==> src/rtl/countdown_pkg.sv <==
// Shared constants and helpers for the BCD countdown timer.
package countdown_pkg;

    localparam logic [1:0] ST_IDLE  = 2'd0;
    localparam logic [1:0] ST_RUN   = 2'd1;
    localparam logic [1:0] ST_PAUSE = 2'd2;
    localparam logic [1:0] ST_DONE  = 2'd3;

    localparam int NUM_DIGITS = 6;

    localparam logic [3:0] DIGIT_MAX_ONES = 4'd9;

    localparam logic [2:0] DIG_HUND_ONES = 3'd0;
    localparam logic [2:0] DIG_HUND_TENS = 3'd1;
    localparam logic [2:0] DIG_SEC_ONES  = 3'd2;
    localparam logic [2:0] DIG_SEC_TENS  = 3'd3;
    localparam logic [2:0] DIG_MIN_ONES  = 3'd4;
    localparam logic [2:0] DIG_MIN_TENS  = 3'd5;

    function automatic logic [3:0] digit_max(
        input logic [2:0] idx,
        input logic [3:0] sec_max,
        input logic [3:0] min_max
    );
        logic [3:0] m;
        m = DIGIT_MAX_ONES;
        if (idx == DIG_SEC_TENS) m = sec_max;
        if (idx == DIG_MIN_TENS) m = min_max;
        return m;
    endfunction

    function automatic logic [3:0] sat_digit(
        input logic [3:0] v,
        input logic [3:0] max
    );
        return (v > max) ? max : v;
    endfunction

endpackage

==> src/rtl/countdown_timer_bcd_digit.sv <==
// One BCD down-counting digit with parallel load and borrow chain.
module bcd_down_digit
    import countdown_pkg::*;
#(
    parameter int MAX = int'(DIGIT_MAX_ONES)
) (
    input  logic       Clock,
    input  logic       Resetn,
    input  logic       borrow_in,
    input  logic       load,
    input  logic [3:0] load_val,
    output logic       borrow_out,
    output logic [3:0] Q
);

    localparam logic [3:0] MAX_V = 4'(MAX);

    logic [3:0] q_q;
    logic [3:0] q_d;

    always_comb begin
        q_d = q_q;
        if (load) begin
            q_d = load_val;
        end else if (borrow_in) begin
            q_d = (q_q == 4'd0) ? MAX_V : q_q - 4'd1;
        end
    end

    always_ff @(posedge Clock or negedge Resetn) begin
        if (!Resetn) q_q <= 4'd0;
        else         q_q <= q_d;
    end

    assign borrow_out = borrow_in && (q_q == 4'd0);
    assign Q          = q_q;

endmodule

==> src/rtl/countdown_timer_bcd.sv <==
// mm:ss.hh BCD countdown timer with set/hold/start control.
// Define COUNTDOWN_AUTO_RELOAD_EN to reload from preset on reaching zero.
module countdown_timer_bcd
    import countdown_pkg::*;
#(
    parameter int SEC_TENS_MAX = 5,
    parameter int MIN_TENS_MAX = 5
) (
    input  logic        Clock,
    input  logic        Resetn,
    input  logic        E,
    input  logic        start,
    input  logic        hold,
    input  logic        set,
    input  logic [2:0]  set_sel,
    input  logic [3:0]  set_num,
    output logic [23:0] Q,
    output logic        running,
    output logic        done
);

    localparam logic [3:0] SEC_MAX = 4'(SEC_TENS_MAX);
    localparam logic [3:0] MIN_MAX = 4'(MIN_TENS_MAX);

    logic [1:0]  state_q, state_d;
    logic [23:0] preset_q, preset_d;
    logic        running_q, running_d;
    logic        done_q, done_d;

    logic        sel_valid;
    logic        set_act;
    logic [3:0]  set_val;
    logic        tick;
    logic        q_zero;
    logic        last;
    logic        reload;
    logic [6:0]  borrow;
    logic [5:0]  load;
    logic [23:0] load_val;

    assign sel_valid = (set_sel < 3'd6);
    assign set_act   = !set && sel_valid;
    assign set_val   = sat_digit(set_num,
                                 digit_max(set_sel, SEC_MAX, MIN_MAX));

    assign tick   = (state_q == ST_RUN) && set && hold && E;
    assign q_zero = (Q == 24'h000000);
    assign last   = tick && (Q == 24'h000001);

`ifdef COUNTDOWN_AUTO_RELOAD_EN
    assign reload = last && (preset_q != 24'h000000);
`else
    assign reload = 1'b0;
`endif

    assign borrow[0] = tick;

    for (genvar i = 0; i < NUM_DIGITS; i++) begin : g_dig
        localparam int M = (i == int'(DIG_SEC_TENS)) ? SEC_TENS_MAX :
                           (i == int'(DIG_MIN_TENS)) ? MIN_TENS_MAX :
                           int'(DIGIT_MAX_ONES);

        assign load[i] = (set_act && (set_sel == 3'(i))) || reload;
        assign load_val[4*i+:4] = reload ? preset_q[4*i+:4] : set_val;

        bcd_down_digit #(.MAX(M)) u_digit (
            .Clock      (Clock),
            .Resetn     (Resetn),
            .borrow_in  (borrow[i]),
            .load       (load[i]),
            .load_val   (load_val[4*i+:4]),
            .borrow_out (borrow[i+1]),
            .Q          (Q[4*i+:4])
        );
    end

    always_comb begin
        preset_d = preset_q;
        for (int i = 0; i < NUM_DIGITS; i++) begin
            if (set_act && (set_sel == 3'(i))) preset_d[4*i+:4] = set_val;
        end
    end

    // set beats hold, hold beats start/E; an invalid set_sel still stalls
    always_comb begin
        state_d = state_q;
        if (!set) begin
            if (sel_valid) state_d = ST_IDLE;
        end else if (!hold) begin
            if (state_q == ST_RUN) state_d = ST_PAUSE;
        end else begin
            case (state_q)
                ST_IDLE, ST_PAUSE: begin
                    if (start) state_d = q_zero ? ST_DONE : ST_RUN;
                end
                ST_RUN: begin
                    if ((last && !reload) || borrow[6]) state_d = ST_DONE;
                end
                default: state_d = state_q;
            endcase
        end
    end

    assign running_d = (state_d == ST_RUN) && !reload;
    assign done_d    = (state_d == ST_DONE) || reload;

    always_ff @(posedge Clock or negedge Resetn) begin
        if (!Resetn) begin
            state_q   <= ST_IDLE;
            preset_q  <= 24'h000000;
            running_q <= 1'b0;
            done_q    <= 1'b0;
        end else begin
            state_q   <= state_d;
            preset_q  <= preset_d;
            running_q <= running_d;
            done_q    <= done_d;
        end
    end

    assign running = running_q;
    assign done    = done_q;

endmodule

==> config.mk <==
export PLATFORM = sky130hd
export DESIGN_NAME = countdown_timer_bcd
export DESIGN_NICKNAME = d
export VERILOG_FILES = /design/src/rtl/countdown_pkg.sv /design/src/rtl/countdown_timer_bcd_digit.sv /design/src/rtl/countdown_timer_bcd.sv
export SDC_FILE = /design/constraint.sdc
export NUM_CORES = 1
export LEC_CHECK = 0
export CORE_ASPECT_RATIO = 0.75
export CORE_MARGIN = 3
export CORE_UTILIZATION = 50
export CTS_CLUSTER_SIZE = 8
export DETAILED_ROUTE_END_ITERATION = 10
export GPL_ROUTABILITY_DRIVEN = 0
export GPL_TIMING_DRIVEN = 0
export PLACE_DENSITY = 0.87
export SYNTH_ARGS = -nofsm -noshare
export SYNTH_HDL_FRONTEND = slang
export SYNTH_HIERARCHICAL = 1
export SYNTH_SLANG_ARGS = --single-unit
export TNS_END_PERCENT = 10
==> constraint.sdc <==
create_clock -name Clock -period 5.81 [get_ports Clock]
set_input_delay 0.581 -clock Clock [delete_from_list [all_inputs] [get_ports Clock]]
set_output_delay 0.581 -clock Clock [all_outputs]
set_load 0.02 [all_outputs]
Word-level counts from Yosys, hierarchy flattened --
Cells that the tools add are included.
Word-level totals: bits in read-only memories 0, word-level logic and storage cells 91, bits in latches 0, bits in writable memories 0, memories kept 0, output and inout port bits 26, register bits after elaboration 28
Operators by class: $mul 0, equality and inequality tests 10, magnitude comparators 2, shifts and indexed selects 0, mux-type cells 29, $add $sub $neg 6, divide/modulo/power cells 0, bitwise logic cells 0, reduce and logical (&&, ||, !) cells 35
Operators by type and width (count):
- two-way mux 4 bit | 21
- equality test 24 x 1 -> 1 bit, second input constant | 1
- logical NOT 24 bit | 1
- logical NOT 4 bit | 6
- subtractor 4 x 1 -> 4 bit, second input constant | 6
- logical AND 1 bit | 17
- two-way mux 2 bit | 7
- nonzero test 2 bit | 6
- equality test 3 x 2 -> 1 bit, second input constant | 2
- equality test 3 bit, second input constant | 2
- equality test 2 x 1 -> 1 bit, second input constant | 2
- equality test 2 bit, second input constant | 2
- > comparator 4 bit | 1
- one-hot mux 2 bit (2 select lines) | 1
- equality test 3 x 1 -> 1 bit, second input constant | 1
- logical NOT 3 bit | 1
- < comparator 3 bit, second input constant | 1
- logical NOT 2 bit | 1
- OR reduction 2 bit | 1
- logical NOT 1 bit | 1
- logical OR 1 bit | 1

Logic depth before layout (Yosys ltp) --
Gate-level depths: netlist of the first run.
word-level depth 16, mapped depth 18, mapped depth without buffers 18

Hierarchy --
The synthesis of the first run kept the hierarchy.
By module, submodules not included:
- bcd_down_digit at g_dig[0].u_digit ... | instances 4, cells each 22, area an instance 231.5 µm²
- countdown_timer_bcd | instances 1, cells each 57, area an instance 434.2 µm²
- bcd_down_digit at g_dig[3].u_digit ... | instances 2, cells each 21, area an instance 201.4 µm²

Worst setup path before layout of the first run --
No wires, ideal clock.
path type input to register, start input set, end register running_q, in the netlist running, stages 18, setup slack 0.856 ns, data required time 5.691 ns, buffers on the path 0, data arrival time 4.836 ns, cell sequence nand4_1 -> nor2_1 -> nor4b_4 -> nor2b_1 -> nor4b_4 -> nor2b_1 -> nor4b_4 -> nor2b_1 -> or4b_1 -> nor2_1 -> nor4b_4 -> nor2b_1 -> or4b_1 -> nor2_1 -> and4bb_1 -> o22ai_1 -> a311oi_2 -> o21ba_1
On the way: longest elaborated chain between the ends 15
RTL lines:
- start: declaration | RTL line countdown_timer_bcd.sv:14 | input logic set,
- logical AND 1 bit (3 in series) | RTL line countdown_timer_bcd.sv:46 | assign tick = (state_q == ST_RUN) && set && hold && E;
- net borrow[0] | RTL line countdown_timer_bcd.sv:37 | logic [6:0] borrow;
- logical AND 1 bit | RTL line countdown_timer_bcd_digit.sv:35 | assign borrow_out = borrow_in && (q_q == 4'd0);
- net borrow[1] | RTL line countdown_timer_bcd.sv:37
- logical AND 1 bit | RTL line countdown_timer_bcd_digit.sv:35
- net borrow[2] | RTL line countdown_timer_bcd.sv:37
- logical AND 1 bit | RTL line countdown_timer_bcd_digit.sv:35
- net borrow[3] | RTL line countdown_timer_bcd.sv:37
- [1 not listed]
- net borrow[4] | RTL line countdown_timer_bcd.sv:37
- [1 not listed]
- net borrow[5] | RTL line countdown_timer_bcd.sv:37
- [1 not listed]
- net borrow[6] | RTL line countdown_timer_bcd.sv:37
- logical OR 1 bit | RTL line countdown_timer_bcd.sv:97 | if ((last && !reload) || borrow[6]) state_d = ST_DONE;
- two-way mux 2 bit | RTL line countdown_timer_bcd.sv:97
- one-hot mux 2 bit (2 select lines) | RTL line countdown_timer_bcd.sv:92 | case (state_q)
- two-way mux 2 bit | RTL line countdown_timer_bcd.sv:89 | end else if (!hold) begin
- two-way mux 2 bit | RTL line countdown_timer_bcd.sv:87 | if (!set) begin
- equality test 2 x 1 -> 1 bit | RTL line countdown_timer_bcd.sv:104 | assign running_d = (state_d == ST_RUN) && !reload;
- net running_d | RTL line countdown_timer_bcd.sv:27 | logic running_q, running_d;
- end signal: assignment | RTL line countdown_timer_bcd.sv:116 | running_q <= running_d;
- end: declaration | RTL line countdown_timer_bcd.sv:27
The timed path passes the listed nets, and every way through them passes these cells. A chain may end at the register's enable or synchronous reset.

Worst setup path after layout of the first run --
start input hold, end register running_q, in the netlist running
On the way: longest elaborated chain between the ends 14
RTL lines:
- start: declaration | RTL line countdown_timer_bcd.sv:13 | input logic hold,
- logical AND 1 bit (2 in series) | RTL line countdown_timer_bcd.sv:46
- net borrow[0] | RTL line countdown_timer_bcd.sv:37
- logical AND 1 bit | RTL line countdown_timer_bcd_digit.sv:35
- net borrow[1] | RTL line countdown_timer_bcd.sv:37
- logical AND 1 bit | RTL line countdown_timer_bcd_digit.sv:35
- net borrow[2] | RTL line countdown_timer_bcd.sv:37
- logical AND 1 bit | RTL line countdown_timer_bcd_digit.sv:35
- net borrow[3] | RTL line countdown_timer_bcd.sv:37
- [1 not listed]
- net borrow[4] | RTL line countdown_timer_bcd.sv:37
- [1 not listed]
- net borrow[5] | RTL line countdown_timer_bcd.sv:37
- [1 not listed]
- net borrow[6] | RTL line countdown_timer_bcd.sv:37
- logical OR 1 bit | RTL line countdown_timer_bcd.sv:97
- two-way mux 2 bit | RTL line countdown_timer_bcd.sv:97
- one-hot mux 2 bit (2 select lines) | RTL line countdown_timer_bcd.sv:92
- two-way mux 2 bit | RTL line countdown_timer_bcd.sv:89
- two-way mux 2 bit | RTL line countdown_timer_bcd.sv:87
- equality test 2 x 1 -> 1 bit | RTL line countdown_timer_bcd.sv:104
- net running_d | RTL line countdown_timer_bcd.sv:27
The timed path passes the listed nets, and every way through them passes these cells.

==> impl_summary.log, run 1 <==
[metrics] result of the run: complete, no violations
[metrics] area of the multi-input gates: about 0.0011 mm^2
[metrics] proportion of total power due to net switching: between 30% and 40%
[metrics] worst supply voltage drop on vdd: between 0.15 and 0.2 mV
[metrics] top_reg_cell synth: sky130_fd_sc_hd__dfrtp_1
[metrics] syn_nets: 202
[metrics] crit path capture type: register
[metrics] Combinational Power Share: roughly a third
[metrics] Setup Viol. Count Final: 0
[metrics] fraction of the cycle the final worst path needs: 93.38%
[metrics] portion of the post-synthesis area used by sequential elements: 39.74%
[metrics] number of antenna diodes: 0
[metrics] most common library cell in the layout ignoring fill and taps: sky130_fd_sc_hd__clkdlybuf4s50_1
[metrics] die width: approximately 75 um
[metrics] commonest cells after routing, fill and taps aside: 36 x sky130_fd_sc_hd__clkdlybuf4s50_1, 28 x sky130_fd_sc_hd__dfrtp_1, 24 x sky130_fd_sc_hd__nand2_1, 16 x sky130_fd_sc_hd__a21oi_1, 16 x sky130_fd_sc_hd__o21ai_0
[metrics] Initial Util: 52.89%
[metrics] die outline area: 0.004282 mm^2
[metrics] cell with the largest stage delay on the worst path: sky130_fd_sc_hd__clkdlybuf4s50_1
[metrics] number of flops mapped to enable cells by yosys: 0
[metrics] layout cell share with drive strength beyond 1: between 10% and 20%
[metrics] height of the die: approximately 57 um
[metrics] post-detailed-placement half-perimeter wirelength: slightly above 3000 um
[metrics] pin count of the biggest net entering global routing: 29
[metrics] Cells after Synth: ~190
[metrics] Fill cells: between 200 and 300
[metrics] area overhead of the layout relative to synthesis: 30.02%
[metrics] TritonCTS clock tree: done
[metrics] overflow left after global routing: 0
[metrics] number of clock buffers inserted by TritonCTS: 3
[metrics] clock tree buffer depth: 2
[metrics] vias in the first global route: roughly 1400
[metrics] longest individual stage delay on the worst path: 0.56 ns
[metrics] Max Cap Violations: 0
[metrics] power density over the cells: between 300 and 400 mW/mm^2
[metrics] family with the most delay on the worst path: simple AND/OR/NAND/NOR gates
[metrics] Via Count: about 1500
[metrics] Setup Buffers After CTS: 0
[metrics] required time of the critical path: roughly 6.0 ns
[metrics] total wire length: 4237 um
[metrics] adder-cell area share of the yosys netlist: between 1 and 1.5%
[metrics] Flop pwr share: ~44%
[metrics] Most Frequent Cell on Critical Path: sky130_fd_sc_hd__nor4b_4
[metrics] average instance area after synthesis: 9.427 um^2
[metrics] placed cell count: around 270
[metrics] Worst-Skew Late Latency: 0.28 ns
[metrics] minimum period implied by the final worst setup slack: 5.426 ns
[metrics] Post-DRT Antenna Nets: 0
[metrics] Max-slew headroom: between 30 and 40%
[metrics] data arrival time at the worst-slack endpoint: around 5.6 ns
[metrics] post-route non-filler standard cell count: 269
[metrics] mux share of post-synthesis cell area: around 3.5%
[metrics] Via density: 5.613
[metrics] end-of-flow core utilization: just under 70%
[metrics] fraction of registers with async set or reset after synthesis: 100.0%
[metrics] switching power: between 0.0002 and 0.0003 W
[metrics] number of max-slew violations in the final report: 0
[metrics] number of buffers inserted by port buffering: 38
[metrics] total I/O pin count: 39
[metrics] clock transition at the registers of the reported paths: 0.10 ns
[metrics] standard cell core area: between 0.003 and 0.004 mm^2
[metrics] number of buffers and inverters on the critical path: 1
[metrics] main combinational cell family by area after synthesis: simple AND/OR/NAND/NOR gates
[metrics] antenna violations before repair: 0
[metrics] Post-layout nets: 245
[metrics] wire length of the first global-routing pass: around 6800 um
[metrics] design internal power: 0.0004542 W
[metrics] final number of hold-violating endpoints: 0
[metrics] H-Tree Depth: 1
[metrics] worst hold path class: in2async
[metrics] post-cts sizing count: 3
[metrics] chain of cells forming the critical path: clkdlybuf4s50_1, nand4_1, nor2_2, nor4b_4, nor2b_4, nor4b_4, nor2b_4, nor4b_4, nor2b_2, or4b_1, nor2_2, nor4b_4, nor2b_4, or4b_1, nor2_1, and4bb_1, o22ai_1, a311oi_2, o21ba_1
[metrics] leakage power: between 0.8 and 0.9 nW
[metrics] iteration count of the initial detailed-routing pass: 4
[metrics] slew of the pin with the lowest slew margin: slightly above 1 ns
[metrics] RSZ-0062 raised after global routing: false
[metrics] final clock skew: roughly 0.009 ns
[metrics] simple-gate portion of the synthesized area: between 30% and 40%
[metrics] count of different cell masters after synthesis: 33
[metrics] area of all sequential standard cells: roughly 700 um^2
[metrics] Iter 0 DRT Violations: 72
[metrics] netlist area before placement: ~0.0018 mm^2
[metrics] number of design rule violations left after detail routing: 0
[metrics] detail-routed net length per standard cell: around 16 um
[metrics] Crit Path Category: in2reg
[metrics] xor/xnor share of the synthesized area: between 5 and 6%
[metrics] Yosys Warn Count: 6
[metrics] number of clock sinks: 28
[metrics] Clock Power Share: between 20% and 30%
[metrics] Worst setup SP type: input pin
[metrics] maximum net fanout on the critical path: 6
[metrics] floorplan row count: 18
[metrics] library cell used as clock root buffer: sky130_fd_sc_hd__clkbuf_8
[metrics] hold bufs inserted after CTS: 0
[metrics] upper clock frequency limit: approximately 0.18 GHz
[metrics] number of flip-flops and latches in the synthesized netlist: 28
[metrics] aggregate global-route resource usage: 20.54%
[metrics] share of the synthesized area in compound gates (AO/OA/AOI/OAI): 15.90%
path summary, 6_finish.rpt:
path	from	cells after the start	slack, ns	end
setup / recovery	hold	19	0.38	running$_DFF_PN0_
hold reg to reg	g_dig[3].u_digit/Q[3]$_DFFE_PN0P_	2	0.60	g_dig[3].u_digit/Q[3]$_DFFE_PN0P_
setup reg to reg	state_q[0]$_DFF_PN0_	18	0.73	running$_DFF_PN0_
min in group Clock	g_dig[3].u_digit/Q[3]$_DFFE_PN0P_	2	0.60	g_dig[3].u_digit/Q[3]$_DFFE_PN0P_
hold / removal	Resetn	1	0.31	g_dig[3].u_digit/Q[2]$_DFFE_PN0P_
max in group asynchronous	Resetn	1	5.07	g_dig[5].u_digit/Q[1]$_DFFE_PN0P_
cells in the mapped netlist, types with 4 or more instances:
cell type / n / share of area (%)
sky130_fd_sc_hd__nor3_1: 5 / 1.4
sky130_fd_sc_hd__xnor2_1: 12 / 6.0
sky130_fd_sc_hd__nor2b_1: 10 / 3.5
sky130_fd_sc_hd__nor2_1: 8 / 1.7
sky130_fd_sc_hd__nor4_1: 6 / 2.1
sky130_fd_sc_hd__a21oi_1: 16 / 4.5
sky130_fd_sc_hd__nand2_1: 24 / 5.1
sky130_fd_sc_hd__nor3b_2: 6 / 4.3
sky130_fd_sc_hd__mux2i_1: 4 / 2.3
sky130_fd_sc_hd__inv_1: 4 / 0.85
sky130_fd_sc_hd__and2b_1: 4 / 1.7
sky130_fd_sc_hd__o21ai_1: 10 / 2.8
sky130_fd_sc_hd__o21ai_0: 16 / 4.5
sky130_fd_sc_hd__nor4b_4: 4 / 5.4
sky130_fd_sc_hd__nand2b_1: 9 / 3.2
sky130_fd_sc_hd__dfrtp_1: 28 / 40
final cells by class:
cell class | instances | share of cell area [%]
multi-input combinational | 154 | 46.83
sequential | 28 | 30.57
timing repair buffer | 38 | 16.48
tap | 40 | 2.183
clock buffer | 3 | 1.801
clock inverter | 1 | 1.310
inverter | 5 | 0.8188
through the flow:
step / TNS (ns) / hold WS (ns) / instance area [um^2] / total power, W / setup WS [ns]
finish: 0 / 0.3142 / 2292 / 0.0007184 / 0.3844
global route: 0 / 0.3516 / 2292 / 0.0007559 / 0.01786
floorplan: 0 / 0.2854 / 1763 / 0.0004371 / 0.8556
detailed placement: -1.381 / 0.5763 / 2193 / 0.0005649 / -0.5049
CTS: 0 / 0.5950 / 2272 / 0.0007230 / 0.04852
global placement: -0.9361 / 0.5694 / 2193 / 0.0005581 / -0.3688
registers in the layout, summed over array words and instances (netlist names):
signal,cells
running,1
g_dig.u_digit/Q,24
done,1
state_q,2
metal layers:
layer	wire (um)	vias up	part of all wire, %	global-route usage [%]
li1	-	754	-	-
met1	2034	717	48	29.65
met2	2007	37	47	32.42
met3	176	2	4.2	3.873
met4	19	0	0.45	3.807
met5	0	-	0	0
cell families after synthesis:
family | Yosys count
adders and majority gates | 2
xor gates and xnor gates | 12
and+or+nand+nor | 84
buffers and inverters | 5
DFF | 28
muxes | 6
AOI/OAI and AO/OA | 50
power by group through the flow:
| stage | Combinational (W) | Sequential (W) | Clock (W) |
|---|---|---|---|
| after floorplan | 0.0000827 | 0.000354 | 0 |
| after global placement | 0.000242 | 0.000316 | 0 |
| after detailed placement | 0.000248 | 0.000316 | 0 |
| after CTS | 0.000251 | 0.000314 | 0.000159 |
| after global routing | 0.000268 | 0.000327 | 0.000161 |
| final | 0.000249 | 0.000317 | 0.000152 |
Note: power is estimated with default switching activity, not from simulation.
==> run 2: changes to the inputs <==
--- a/config.mk
+++ b/config.mk
@@ -13,6 +13,7 @@
 export GPL_ROUTABILITY_DRIVEN = 0
 export GPL_TIMING_DRIVEN = 0
 export PLACE_DENSITY = 0.87
+export SKIP_CTS_REPAIR_TIMING = 1
 export SYNTH_ARGS = -nofsm -noshare
 export SYNTH_HDL_FRONTEND = slang
 export SYNTH_HIERARCHICAL = 1
==> impl_summary.log, run 2 (synthesis gave the netlist of run 1 again) <==
[metrics] Post-DRT Antenna Nets: 0 (unchanged)
[metrics] total I/O pin count: 39 (unchanged)
[metrics] commonest cells after routing, fill and taps aside: 36 x sky130_fd_sc_hd__clkdlybuf4s50_1, 28 x sky130_fd_sc_hd__dfrtp_1, 24 x sky130_fd_sc_hd__nand2_1, 16 x sky130_fd_sc_hd__a21oi_1, 16 x sky130_fd_sc_hd__o21ai_0 (unchanged)
[metrics] Flop pwr share: 44.1% (about the same)
[metrics] Max Cap Violations: 0 (unchanged)
[metrics] die outline area: 0.004282 mm^2 (unchanged)
[metrics] worst supply voltage drop on vdd: 0.1680 mV (was 0.1677 mV)
[metrics] chain of cells forming the critical path: clkdlybuf4s50_1, nand4_1, nor2_2, nor4b_4, nor2b_4, nor4b_4, nor2b_4, nor4b_4, nor2b_2, or4b_1, nor2_2, nor4b_4, nor2b_4, or4b_1, nor2_1, and4bb_1, o22ai_1, a311oi_2, o21ba_1 (unchanged)
[metrics] worst hold path class: in2async (unchanged)
[metrics] design internal power: 0.0004542 W (about the same)
[metrics] post-detailed-placement half-perimeter wirelength: 3084 um (unchanged)
[metrics] number of antenna diodes: 0 (unchanged)
[metrics] worst-case hold slack: 0.3169 ns (was 0.3142 ns)
[metrics] Worst setup SP type: input pin (unchanged)
[metrics] Crit Path Category: in2reg (unchanged)
[metrics] clock tree buffer depth: 2 (unchanged)
[metrics] detail-routed net length per standard cell: 15.62 um (was 15.75 um)
[metrics] Post-layout nets: 245 (unchanged)
[metrics] wire length of the first global-routing pass: 6748 um (was 6762 um)
[metrics] RSZ-0062 raised after global routing: false (unchanged)
[metrics] standard cell core area: 0.003333 mm^2 (unchanged)
[metrics] total power consumption of the routed design: 0.0007178 W (was 0.0007184 W)
[metrics] result of the run: complete, no violations (unchanged)
[metrics] die width: 74.57 um (unchanged)
[metrics] iteration count of the initial detailed-routing pass: 4 (unchanged)
[metrics] antenna violations before repair: 0 (unchanged)
[metrics] final clock skew: 0.008409 ns (was 0.009114 ns)
[metrics] cell with the largest stage delay on the worst path: sky130_fd_sc_hd__clkdlybuf4s50_1 (unchanged)
[metrics] proportion of total power due to net switching: 36.73% (was 36.77%)
[metrics] layout cell share with drive strength beyond 1: 10.92% (unchanged)
[metrics] Combinational Power Share: 34.7% (was 34.6%)
[metrics] upper clock frequency limit: 0.1842 GHz (was 0.1843 GHz)
[metrics] number of clock buffers inserted by TritonCTS: 3 (unchanged)
[metrics] data arrival time at the worst-slack endpoint: 5.61 ns (was 5.60 ns)
[metrics] height of the die: 57.43 um (unchanged)
[metrics] required time of the critical path: 5.99 ns (about the same)
[metrics] Via density: 5.643 (was 5.613)
[metrics] longest individual stage delay on the worst path: 0.56 ns (about the same)
[metrics] crit path capture type: register (unchanged)
[metrics] maximum net fanout on the critical path: 6 (unchanged)
[metrics] Worst-Skew Late Latency: 0.28 ns (about the same)
[metrics] vias in the first global route: 1427 (was 1410)
[metrics] library cell used as clock root buffer: sky130_fd_sc_hd__clkbuf_8 (unchanged)
[metrics] clock transition at the registers of the reported paths: 0.10 ns (about the same)
[metrics] floorplan row count: 18 (unchanged)
[metrics] number of buffers inserted by port buffering: 38 (unchanged)
[metrics] TritonCTS clock tree: done (unchanged)
[metrics] switching power: 0.0002636 W (was 0.0002642 W)
[metrics] power density over the cells: 313.2 mW/mm^2 (was 313.4 mW/mm^2)
[metrics] Via Count: 1518 (was 1510)
[metrics] Initial Util: 52.89% (unchanged)
[metrics] number of design rule violations left after detail routing: 0 (unchanged)
[metrics] slew of the pin with the lowest slew margin: 1.057 ns (was 1.029 ns)
[metrics] Setup Viol. Count Final: 0 (unchanged)
[metrics] overflow left after global routing: 0 (unchanged)
[metrics] number of max-slew violations in the final report: 0 (unchanged)
[metrics] family with the most delay on the worst path: simple AND/OR/NAND/NOR gates (unchanged)
[metrics] area overhead of the layout relative to synthesis: 30.02% (unchanged)
[metrics] minimum period implied by the final worst setup slack: 5.430 ns (was 5.426 ns)
[metrics] H-Tree Depth: 1 (unchanged)
[metrics] Most Frequent Cell on Critical Path: sky130_fd_sc_hd__nor4b_4 (unchanged)
[metrics] number of clock sinks: 28 (unchanged)
[metrics] leakage power: 0.8454 nW (unchanged)
[metrics] final number of hold-violating endpoints: 0 (unchanged)
[metrics] total wire length: 4203 um (was 4237 um)
[metrics] most common library cell in the layout ignoring fill and taps: sky130_fd_sc_hd__clkdlybuf4s50_1 (unchanged)
[metrics] fraction of the cycle the final worst path needs: 93.46% (was 93.38%)
[metrics] pin count of the biggest net entering global routing: 29 (unchanged)
[metrics] Clock Power Share: 21.2% (about the same)
[metrics] Largest register FFs: 24 (unchanged)
[metrics] number of buffers and inverters on the critical path: 1 (unchanged)
[metrics] Max-slew headroom: 28.87% (was 30.74%)
[metrics] aggregate global-route resource usage: 20.47% (was 20.54%)
[metrics] Iter 0 DRT Violations: 70 (was 72)
run 2: cell type report:
type                       instances  area (um^2)
sequential                        28        700.7
timing repair buffer              38        377.9
clock buffer                       3        41.29
fill                             268         1041
clock inverter                     1        30.03
multi-input combinational        154         1074
inverter                           5        18.77
tap                               40        50.05
run 2: through the flow:
step | instance area [um^2] | worst slack, ns | setup TNS [ns] | utilization [%] | instances
floorplan | 1763 | 0.8556 | 0 | - | 187
global placement | 2193 | -0.3688 | -0.9361 | 65.80 | 265
detailed placement | 2193 | -0.5049 | -1.381 | 65.80 | 265
CTS | 2265 | -0.1870 | -0.4342 | 67.94 | 269
global route | 2292 | 0.007295 | 0 | 68.77 | 269
finish | 2292 | 0.3800 | 0 | 68.77 | 269
run 2: worst register-to-register path, delay by kind of cell (launching register included):
kind,cells,cell delay [ns]
and+or+nand+nor,15,3.95
AOI/OAI and AO/OA,3,0.53
DFF,1,0.49
run 2: power groups by stage:
stage / registers [W] / clock network [W] / logic [W]
finish: 0.000317 / 0.000152 / 0.000249
global route: 0.000326 / 0.000161 / 0.000268
CTS: 0.000313 / 0.000159 / 0.000250
detailed placement: 0.000316 / 0 / 0.000248
global placement: 0.000316 / 0 / 0.000242
floorplan: 0.000354 / 0 / 0.0000827
run 2: path summary, 6_finish.rpt:
check,slack (ns),depth (start not counted),endpoint,start
worst min register to register,0.60,2,g_dig[3].u_digit/Q[3]$_DFFE_PN0P_,g_dig[3].u_digit/Q[3]$_DFFE_PN0P_
min in group Clock,0.60,2,g_dig[3].u_digit/Q[3]$_DFFE_PN0P_,g_dig[3].u_digit/Q[3]$_DFFE_PN0P_
max in group asynchronous,5.07,1,g_dig[5].u_digit/Q[1]$_DFFE_PN0P_,Resetn
worst max register to register,0.74,18,running$_DFF_PN0_,state_q[0]$_DFF_PN0_
worst min-delay path,0.32,1,g_dig[3].u_digit/Q[2]$_DFFE_PN0P_,Resetn
worst max-delay path,0.38,19,running$_DFF_PN0_,hold
run 2: per-layer routing:
layer	GRT usage, %	up-vias	wire [um]
met3	3.873	2	198
met2	32.79	38	2008
met1	29.09	724	1976
met5	0	-	0
met4	3.807	0	19
li1	-	754	-
==> run 3: changes to the inputs <==
--- a/config.mk
+++ b/config.mk
@@ -11,9 +11,7 @@
 export CTS_CLUSTER_SIZE = 8
 export DETAILED_ROUTE_END_ITERATION = 10
 export GPL_ROUTABILITY_DRIVEN = 0
-export GPL_TIMING_DRIVEN = 0
 export PLACE_DENSITY = 0.87
-export SKIP_CTS_REPAIR_TIMING = 1
 export SYNTH_ARGS = -nofsm -noshare
 export SYNTH_HDL_FRONTEND = slang
 export SYNTH_HIERARCHICAL = 1
==> impl_summary.log, run 3 (synthesis gave the netlist of run 1 again) <==
[metrics] library cell used as clock root buffer: sky130_fd_sc_hd__clkbuf_8 (unchanged)
[metrics] number of max-slew violations in the final report: 0 (unchanged)
[metrics] clock tree buffer depth: 2 (unchanged)
[metrics] number of clock sinks: 28 (unchanged)
[metrics] instance count on the critical path: 19 (unchanged)
[metrics] final number of hold-violating endpoints: 0 (unchanged)
[metrics] proportion of total power due to net switching: 38.57% (was 36.73%)
[metrics] Largest register FFs: 24 (unchanged)
[metrics] Total Negative Setup Slacks: 0 ns (unchanged)
[metrics] Post-layout nets: 250 (was 245)
[metrics] Iter 0 DRT Violations: 132 (was 70)
[metrics] family with the most delay on the worst path: simple AND/OR/NAND/NOR gates (unchanged)
[metrics] Fill cells: 268 (unchanged)
[metrics] vias in the first global route: 1437 (was 1427)
[metrics] antenna violations before repair: 0 (unchanged)
[metrics] Via Count: 1545 (was 1518)
[metrics] Max-slew headroom: 27.43% (was 28.87%)
[metrics] standard cell core area: 0.003333 mm^2 (unchanged)
[metrics] Combinational Power Share: 37.2% (was 34.7%)
[metrics] H-Tree Depth: 1 (unchanged)
[metrics] instance count along the most critical hold path: 2
[metrics] post-cts sizing count: 0
[metrics] layout cell share with drive strength beyond 1: 9.442% (was 10.92%)
[metrics] post-route non-filler standard cell count: 273 (was 269)
[metrics] Clock Power Share: 15.3% (was 21.2%)
[metrics] met3 track utilization from global routing: 4.225% (was 3.873%)
[metrics] number of buffers inserted by port buffering: 38 (unchanged)
[metrics] worst-case hold slack: 0.5814 ns (was 0.3169 ns)
[metrics] chain of cells forming the critical path: clkdlybuf4s50_1, nand4_1, nor2_1, nor4b_4, nor2b_1, nor4b_4, nor2b_1, nor4b_4, nor2b_1, or4b_1, nor2_1, nor4b_4, nor2b_1, or4b_1, nor2_1, and4bb_1, o22ai_1, a311oi_2, o21ba_1 (was clkdlybuf4s50_1, nand4_1, nor2_2, nor4b_4, nor2b_4, nor4b_4, nor2b_4, nor4b_4, nor2b_2, or4b_1, nor2_2, nor4b_4, nor2b_4, or4b_1, nor2_1, and4bb_1, o22ai_1, a311oi_2, o21ba_1)
[metrics] worst hold path class: reg2reg (was in2async)
[metrics] most common library cell in the layout ignoring fill and taps: sky130_fd_sc_hd__clkdlybuf4s50_1 (unchanged)
[metrics] Crit Path Category: in2reg (unchanged)
[metrics] die outline area: 0.004282 mm^2 (unchanged)
[metrics] upper clock frequency limit: 0.1857 GHz (was 0.1842 GHz)
[metrics] Flop pwr share: 47.5% (was 44.1%)
[metrics] hold bufs inserted after CTS: 0
[metrics] iteration count of the initial detailed-routing pass: 4 (unchanged)
[metrics] GR Util met1: 31.35% (was 29.09%)
[metrics] number of clock buffers inserted by TritonCTS: 3 (unchanged)
[metrics] RSZ-0062 raised after global routing: false (unchanged)
[metrics] detail-routed net length per standard cell: 14.68 um (was 15.62 um)
[metrics] aggregate global-route resource usage: 20.21% (was 20.47%)
[metrics] final clock skew: 0.001486 ns (was 0.008409 ns)
[metrics] leakage power: 0.8495 nW (was 0.8454 nW)
[metrics] total I/O pin count: 39 (unchanged)
[metrics] area overhead of the layout relative to synthesis: 28.89% (was 30.02%)
[metrics] required time of the critical path: 5.97 ns (was 5.99 ns)
[metrics] pin count of the biggest net entering global routing: 29 (unchanged)
[metrics] commonest cells after routing, fill and taps aside: 38 x sky130_fd_sc_hd__clkdlybuf4s50_1, 28 x sky130_fd_sc_hd__dfrtp_1, 24 x sky130_fd_sc_hd__nand2_1, 16 x sky130_fd_sc_hd__a21oi_1, 16 x sky130_fd_sc_hd__o21ai_0 (was 36 x sky130_fd_sc_hd__clkdlybuf4s50_1, 28 x sky130_fd_sc_hd__dfrtp_1, 24 x sky130_fd_sc_hd__nand2_1, 16 x sky130_fd_sc_hd__a21oi_1, 16 x sky130_fd_sc_hd__o21ai_0)
[metrics] post-detailed-placement half-perimeter wirelength: 3181 um (was 3084 um)
[metrics] Worst-Skew Late Latency: 0.27 ns (was 0.28 ns)
[metrics] Initial Util: 52.89% (unchanged)
[metrics] result of the run: complete, no violations (unchanged)
[metrics] Max Cap Violations: 0 (unchanged)
[metrics] wire length of the first global-routing pass: 6762 um (was 6748 um)
[metrics] overflow left after global routing: 0 (unchanged)
[metrics] design internal power: 0.0004091 W (was 0.0004542 W)
[metrics] floorplan row count: 18 (unchanged)
[metrics] height of the die: 57.43 um (unchanged)
[metrics] slew of the pin with the lowest slew margin: 1.079 ns (was 1.057 ns)
[metrics] number of design rule violations left after detail routing: 0 (unchanged)
[metrics] TritonCTS clock tree: done (unchanged)
[metrics] data arrival time at the worst-slack endpoint: 5.55 ns (was 5.61 ns)
[metrics] switching power: 0.0002569 W (was 0.0002636 W)
[metrics] fraction of the cycle the final worst path needs: 92.69% (was 93.46%)
[metrics] die width: 74.57 um (unchanged)
[metrics] Post-DRT Antenna Nets: 0 (unchanged)
[metrics] maximum net fanout on the critical path: 7 (was 6)
[metrics] power density over the cells: 293.1 mW/mm^2 (was 313.2 mW/mm^2)
[metrics] crit path capture type: register (unchanged)
[metrics] clock transition at the registers of the reported paths: 0.09 ns (was 0.10 ns)
[metrics] minimum period implied by the final worst setup slack: 5.385 ns (was 5.430 ns)
[metrics] Setup Viol. Count Final: 0 (unchanged)
[metrics] Via density: 5.659 (was 5.643)
[metrics] cell with the largest stage delay on the worst path: sky130_fd_sc_hd__clkdlybuf4s50_1 (unchanged)
[metrics] global routing met2 resource utilization: 30.16% (was 32.79%)
[metrics] total wire length: 4008 um (was 4203 um)
[metrics] worst supply voltage drop on vdd: 0.1536 mV (was 0.1680 mV)
[metrics] number of antenna diodes: 0 (unchanged)
[metrics] Setup Buffers After CTS: 0
[metrics] longest individual stage delay on the worst path: 0.59 ns (was 0.56 ns)
[metrics] Worst setup SP type: input pin (unchanged)
[metrics] Worst Reg2Reg Path Length in Cells: 18 (unchanged)
[metrics] placed cell count: 270 (was 265)
[metrics] number of buffers and inverters on the critical path: 1 (unchanged)
[metrics] global route hottest layer: met1 (was met2)
## run 3: changes by cell type in the layout (fill, tap and decap cells not counted), sizes merged
cell           previous run  this run
bufinv                    1         0
dlymetal6s2s              1         0
clkdlybuf4s50            36        38
buf                       1         5
## run 3: layout make-up
type / count / area (um^2) / share of cell area, %
timing repair buffer: 43 / 417.9 / 18.39
sequential: 28 / 700.7 / 30.84
inverter: 5 / 18.77 / 0.8260
multi-input combinational: 154 / 1044 / 45.93
tap: 40 / 50.05 / 2.203
clock buffer: 3 / 41.29 / 1.817
## run 3: power by group through the flow
stage          logic [W]  registers (W)  clock network [W]
3_5_place_dp    0.000249       0.000320                  0
2_1_floorplan  0.0000827       0.000354                  0
3_3_place_gp    0.000244       0.000318                  0
5_1_grt         0.000266       0.000326           0.000112
6_report        0.000248       0.000316           0.000102
4_1_cts         0.000250       0.000316           0.000106
## run 3: worst reg2reg max path, stage by stage (launching register included)
cell,delay [ns]
sky130_fd_sc_hd__dfrtp_1,0.48
sky130_fd_sc_hd__nand4_1,0.12
sky130_fd_sc_hd__nor2_1,0.23
sky130_fd_sc_hd__nor4b_4,0.28
sky130_fd_sc_hd__nor2b_1,0.23
sky130_fd_sc_hd__nor4b_4,0.26
sky130_fd_sc_hd__nor2b_1,0.33
sky130_fd_sc_hd__nor4b_4,0.30
sky130_fd_sc_hd__nor2b_1,0.20
sky130_fd_sc_hd__or4b_1,0.47
sky130_fd_sc_hd__nor2_1,0.14
sky130_fd_sc_hd__nor4b_4,0.23
sky130_fd_sc_hd__nor2b_1,0.18
sky130_fd_sc_hd__or4b_1,0.46
sky130_fd_sc_hd__nor2_1,0.17
sky130_fd_sc_hd__and4bb_1,0.23
sky130_fd_sc_hd__o22ai_1,0.16
sky130_fd_sc_hd__a311oi_2,0.15
sky130_fd_sc_hd__o21ba_1,0.23
## run 3: through the flow
step	util [%]	power (W)	setup WS [ns]	area (um^2)
finish	68.17	0.0006659	0.4247	2272
global route	68.17	0.0007042	0.01494	2272
CTS	68.17	0.0006721	0.4338	2272
detailed placement	66.93	0.0005687	0.1712	2231
global placement	66.93	0.0005616	0.3841	2231
floorplan	-	0.0004371	0.8556	1763
## run 3: path summary, 6_finish.rpt
kind | startpoint | to | slack (ns)
setup / recovery | set | running$_DFF_PN0_ | 0.42
hold / removal | g_dig[3].u_digit/Q[3]$_DFFE_PN0P_ | g_dig[3].u_digit/Q[3]$_DFFE_PN0P_ | 0.58
setup reg to reg | state_q[0]$_DFF_PN0_ | running$_DFF_PN0_ | 0.86
hold reg to reg | g_dig[3].u_digit/Q[3]$_DFFE_PN0P_ | g_dig[3].u_digit/Q[3]$_DFFE_PN0P_ | 0.58
max in group asynchronous | Resetn | g_dig[5].u_digit/Q[3]$_DFFE_PN0P_ | 4.88
min in group asynchronous | Resetn | g_dig[3].u_digit/Q[2]$_DFFE_PN0P_ | 0.68
## run 3: layer usage
| layer | vias up | share of wire (%) |
|---|---|---|
| li1 | 770 | - |
| met1 | 730 | 49 |
| met5 | - | 0 |
| met2 | 43 | 44 |
| met3 | 2 | 6.2 |
| met4 | 0 | 0.30 |
